[src/rtl/event_responder.sv]
// Event counter with a one-at-a-time service handshake: trig queues events, svc_req/svc_ack retires them.
// From idle, a trig raises svc_req two cycles later; with no svc_ack for TIMEOUT cycles, the event is dropped.
module event_responder #(
  parameter int MAX_PEND = 15,
  parameter int TIMEOUT  = 16,
  parameter int CNT_W    = 8
) (
  input  logic             clk,
  input  logic             rst,
  input  logic             trig,
  input  logic             svc_ack,
  input  logic             clr_flags,
  output logic             svc_req,
  output logic [3:0]       pend_cnt,
  output logic [CNT_W-1:0] done_cnt,
  output logic             overflow,
  output logic             timeout
);

  typedef enum logic [1:0] {IDLE, REQ, GAP} state_t;

  state_t           state_q;
  logic             svc_req_q;
  logic [7:0]       tcnt_q;
  logic [3:0]       pend_q, pend_d;
  logic [CNT_W-1:0] done_q, done_d;
  logic             ovf_q, ovf_d;
  logic             to_q, to_d;
  logic             acked, expired, retire;

  // An ack on the final allowed cycle still counts as an ack.
  assign acked   = (state_q == REQ) && svc_ack;
  assign expired = (state_q == REQ) && !svc_ack && (tcnt_q == 8'(TIMEOUT - 1));
  assign retire  = acked || expired;

  always_comb begin
    pend_d = pend_q;
    done_d = done_q;
    ovf_d  = ovf_q;
    to_d   = to_q;
    if (clr_flags) begin
      ovf_d = 1'b0;
      to_d  = 1'b0;
    end
    // A trig alongside a retire cancels out, so saturation cannot lose it.
    if (trig && !retire) begin
      if (pend_q == 4'(MAX_PEND)) begin
        ovf_d = 1'b1;
      end else begin
        pend_d = pend_q + 4'd1;
      end
    end else if (!trig && retire) begin
      pend_d = pend_q - 4'd1;
    end
    if (acked) begin
      done_d = done_q + CNT_W'(1);
    end
    if (expired) begin
      to_d = 1'b1;
    end
  end

  always_ff @(posedge clk) begin
    if (rst) begin
      pend_q <= 4'd0;
      done_q <= '0;
      ovf_q  <= 1'b0;
      to_q   <= 1'b0;
    end else begin
      pend_q <= pend_d;
      done_q <= done_d;
      ovf_q  <= ovf_d;
      to_q   <= to_d;
    end
  end

  always_ff @(posedge clk) begin
    if (rst) begin
      state_q   <= IDLE;
      svc_req_q <= 1'b0;
      tcnt_q    <= 8'd0;
    end else begin
      case (state_q)
        IDLE: begin
          if (pend_q != 4'd0) begin
            state_q   <= REQ;
            svc_req_q <= 1'b1;
            tcnt_q    <= 8'd0;
          end
        end
        REQ: begin
          if (retire) begin
            state_q   <= GAP;
            svc_req_q <= 1'b0;
            tcnt_q    <= 8'd0;
          end else begin
            tcnt_q <= tcnt_q + 8'd1;
          end
        end
        GAP: begin
          if (pend_q != 4'd0) begin
            state_q   <= REQ;
            svc_req_q <= 1'b1;
            tcnt_q    <= 8'd0;
          end else begin
            state_q <= IDLE;
          end
        end
        default: begin
          state_q   <= IDLE;
          svc_req_q <= 1'b0;
          tcnt_q    <= 8'd0;
        end
      endcase
    end
  end

  assign svc_req  = svc_req_q;
  assign pend_cnt = pend_q;
  assign done_cnt = done_q;
  assign overflow = ovf_q;
  assign timeout  = to_q;

endmodule

[config.mk]
export PLATFORM = sky130hd
export DESIGN_NAME = event_responder
export DESIGN_NICKNAME = d
export VERILOG_FILES = /design/src/rtl/event_responder.sv
export SDC_FILE = /design/constraint.sdc
export NUM_CORES = 1
export LEC_CHECK = 0
export CAP_MARGIN = 20
export CORE_ASPECT_RATIO = 0.9
export CORE_UTILIZATION = 47
export CTS_CLUSTER_SIZE = 40
export DETAILED_ROUTE_END_ITERATION = 16
export PLACE_DENSITY = 0.74
export REMOVE_ABC_BUFFERS = 1
export SYNTH_ARGS = -nofsm -noshare
export SYNTH_HDL_FRONTEND = slang
export SYNTH_SLANG_ARGS = --single-unit
[constraint.sdc]
create_clock -name clk -period 2.2 [get_ports clk]
set_input_delay 0.22 -clock clk [delete_from_list [all_inputs] [get_ports clk]]
set_output_delay 0.22 -clock clk [all_outputs]
set_load 0.02 [all_outputs]
==> impl_metrics.py <==
metrics = {
    "global_routing": {
        "grt_pass1_vias": 1030,
        "grt_overflow": 0,
        "grt_util_all_layers": 0.214,
        "antenna_found_initial": 0,
        "grt_max_degree": 20,
        "grt_pass1_wl_mm": 4.68,
    },
    "final_layout": {
        "num_antenna_cells": 0,
        "finish.utilization": 0.657,
        "n_fill_cell": 202,
        "fin_nets": 183,
        "area_growth_pct": 30.5,
        "drive_above_1_share": 0.202,
        "final_cell_mix": "24 x nor2_1, 24 x dfxtp_1, 19 x clkdlybuf4s50_1, 18 x buf_4, 12 x xor2_1",
    },
    "routing": {
        "drt-total-wl_mm": 2.73,
        "first_pass_iters": 4,
        "ant_nets": 0,
        "wire_per_inst_um": 13.6,
        "vias_per_cell": 5.36,
        "dr.first_iter.drc_count": 23,
        "vias": 1077,
        "drc_errors": 0,
    },
    "synthesis": {
        "yosysTopAreaCell": "dfxtp_1",
        "yosysTopAreaCellShare": 0.403,
        "synth_cell_types": 39,
        "synth-async-reset-ratio": 0,
        "synth_seq_cells": 25,
        "netlist_instances": 136,
        "syn_area_per_cell_um2": 9.14,
        "synth-edff-count": 0,
        "ys.flop_type": "dfxtp_1",
        "ys.warnings.count": 0,
        "ys_seq_area_frac": 0.403,
        "synthTopCellsByArea": "dfxtp_1 40%, xor2_1 8.5%, nor2_1 7.3%",
        "syn_area_um2": 1240,
    },
    "timing": {
        "slew_violations": 0,
        "worst_slack_ps": -153,
        "fin_hold_ws_ps": 489,
        "finalSetupViolCount": 2,
        "relSlewSlack": 0.658,
        "fin_skew_ps": 5.77,
        "min_period_over_period": 1.07,
        "worst_pin_slew_ps": 510,
        "period_minus_slack_ps": 2350,
        "rsz0062_at_grt": "true",
        "timing.fmax_ghz": 0.425,
        "hold_viol_final": 0,
    },
    "power": {
        "switchingPower_mw": 0.402,
        "leakagePower_nw": 0.657,
        "intPower_mw": 0.788,
        "power_frac_comb": 0.365,
        "p_per_area_nw_per_um2": 734,
        "swShare": 0.338,
        "p_seq_frac": 0.458,
        "peakVddDrop_mv": 0.610,
        "clockPowerShare": 0.177,
    },
    "die": {
        "ios": 20,
        "die_w_um": 56.2,
        "rows": 17,
        "start_util": 0.504,
        "fp.coreArea_um2": 2470,
        "dieArea_um2": 2850,
        "die_h_um": 50.8,
    },
    "setup_path": {
        "r2r_cells": 7,
        "setup.worst_path.class": "reg -> reg",
        "crit_start": "tcnt_q[6]",
        "cp-end-kind": "flop",
        "cp_max_fo": 3,
        "setup.worst_path.end": "pend_cnt[3]",
        "cp.arrival_ps": 2590,
        "rr_startpoint": "tcnt_q[6]",
        "r2r_end": "pend_cnt[3]",
        "cp_data_required_time_ps": 2430,
        "r2r_slack_ps": -150,
        "start_kind": "flop",
    },
    "placement": {
        "hpwl_mm": 2.04,
        "portBuffers": 19,
        "gp_congestion": 0.883,
    },
    "clock_tree": {
        "cts_sinks": 25,
        "clkLatencyLatePin_ps": 320,
        "htreeDepth": 1,
        "cts_tree": "yes",
        "clockBufferDepth": 2,
        "clk_pin_slew_worst_paths_ps": 140,
        "cts_setup_buffers": 0,
        "hold_buffers": 0,
        "cts_buffers": 3,
        "cts_root_buf": "clkbuf_4",
    },
    "status": {
        "status": "finished with violations",
        "failed_checks": "negative setup slack",
    },
    "min_path": {
        "hold_class": "reg -> reg",
        "min_from": "svc_req",
    },
    "job": {
        "drv_cap": 0,
    },
}
-- synthesized netlist by cell type (all sizes together) (4+ instances only) --
| library cell | count |
|---|---|
| a21oi | 7 |
| dfxtp | 25 |
| ha | 4 |
| inv | 5 |
| nand2 | 7 |
| nand3 | 5 |
| nand4 | 6 |
| nor2 | 24 |
| xnor2 | 4 |
| xor2 | 12 |
-- worst max-delay path: stages (launching register included) --
cell and delay (ps):
dfxtp_2 350, or4_4 560, o311ai_4 280, ha_4 260, o21a_1 100, o22a_2 200, a221oi_2 210, mux2_4 320
-- what timing repair did --
item	CTS	global route
setup endpoints to repair	1	2
resized for setup	2	0
pin swaps	0	1
-- metal layers --
| layer | track usage | vias to the layer above | wire length, um |
|---|---|---|---|
| met4 | 0.0488 | 0 | 11 |
| li1 | - | 548 | - |
| met3 | 0.0619 | 2 | 93 |
| met5 | 0 | - | 0 |
| met1 | 0.261 | 511 | 1290 |
| met2 | 0.375 | 16 | 1340 |
-- power groups by stage --
stage	clock [mW]	combinational [mW]	sequential, mW
6_report	0.210	0.435	0.545
5_1_grt	0.235	0.478	0.555
4_1_cts	0.220	0.436	0.544
3_5_place_dp	0	0.427	0.552
3_3_place_gp	0	0.413	0.551
2_1_floorplan	0	0.227	0.583
-- logic make-up (layout without fill, tap and decap cells) --
logic type               count (synthesis)  count (layout)  share of synthesized area
flip-flops                              25              25                      0.403
AND/OR/NAND/NOR                         58              58                      0.242
multiplexers                             4               4                     0.0443
AO/OA/AOI/OAI                           20              20                      0.126
buffers and inverters                    9              46                     0.0322
XOR/XNOR                                16              16                      0.113
adder cells (fa/ha/maj)                  4               4                     0.0403
-- final cells by class --
cell class	count	area (um^2)	share of cell area
Multi-Input combinational cell	102	714	0.441
Sequential cell	25	502	0.309
Timing Repair Buffer	37	325	0.201
Tap cell	28	35.0	0.0216
Clock buffer	4	26.3	0.0162
Inverter	5	18.8	0.0116
-- state kept, by name (all words and copies together) (netlist names) --
register	flops
tcnt_q	8
overflow	1
timeout	1
pend_cnt	4
state_q	2
svc_req	1
done_cnt	8
-- worst min-delay path by stage --
stage / end / slack, ps / cells past startpoint
floorplan: done_cnt[1] / 290 / 1
global placement: timeout / 470 / 2
detailed placement: svc_req / 480 / 2
CTS: svc_req / 500 / 2
global route: svc_req / 520 / 2
finish: svc_req / 490 / 2
-- metrics by stage --
stage                     area, um^2  total power [mW]  setup TNS (ps)  cells  setup WS (ps)
final                           1620              1.19            -166    201           -153
after global routing            1620              1.27            -324    201           -206
after CTS                       1620              1.20            -140    201           -140
after detailed placement        1580             0.979            -663    197           -443
after global placement          1580             0.963            -610    197           -407
after floorplan                 1220             0.810            -205    132           -205
Note: power is estimated with default switching activity, not from simulation.
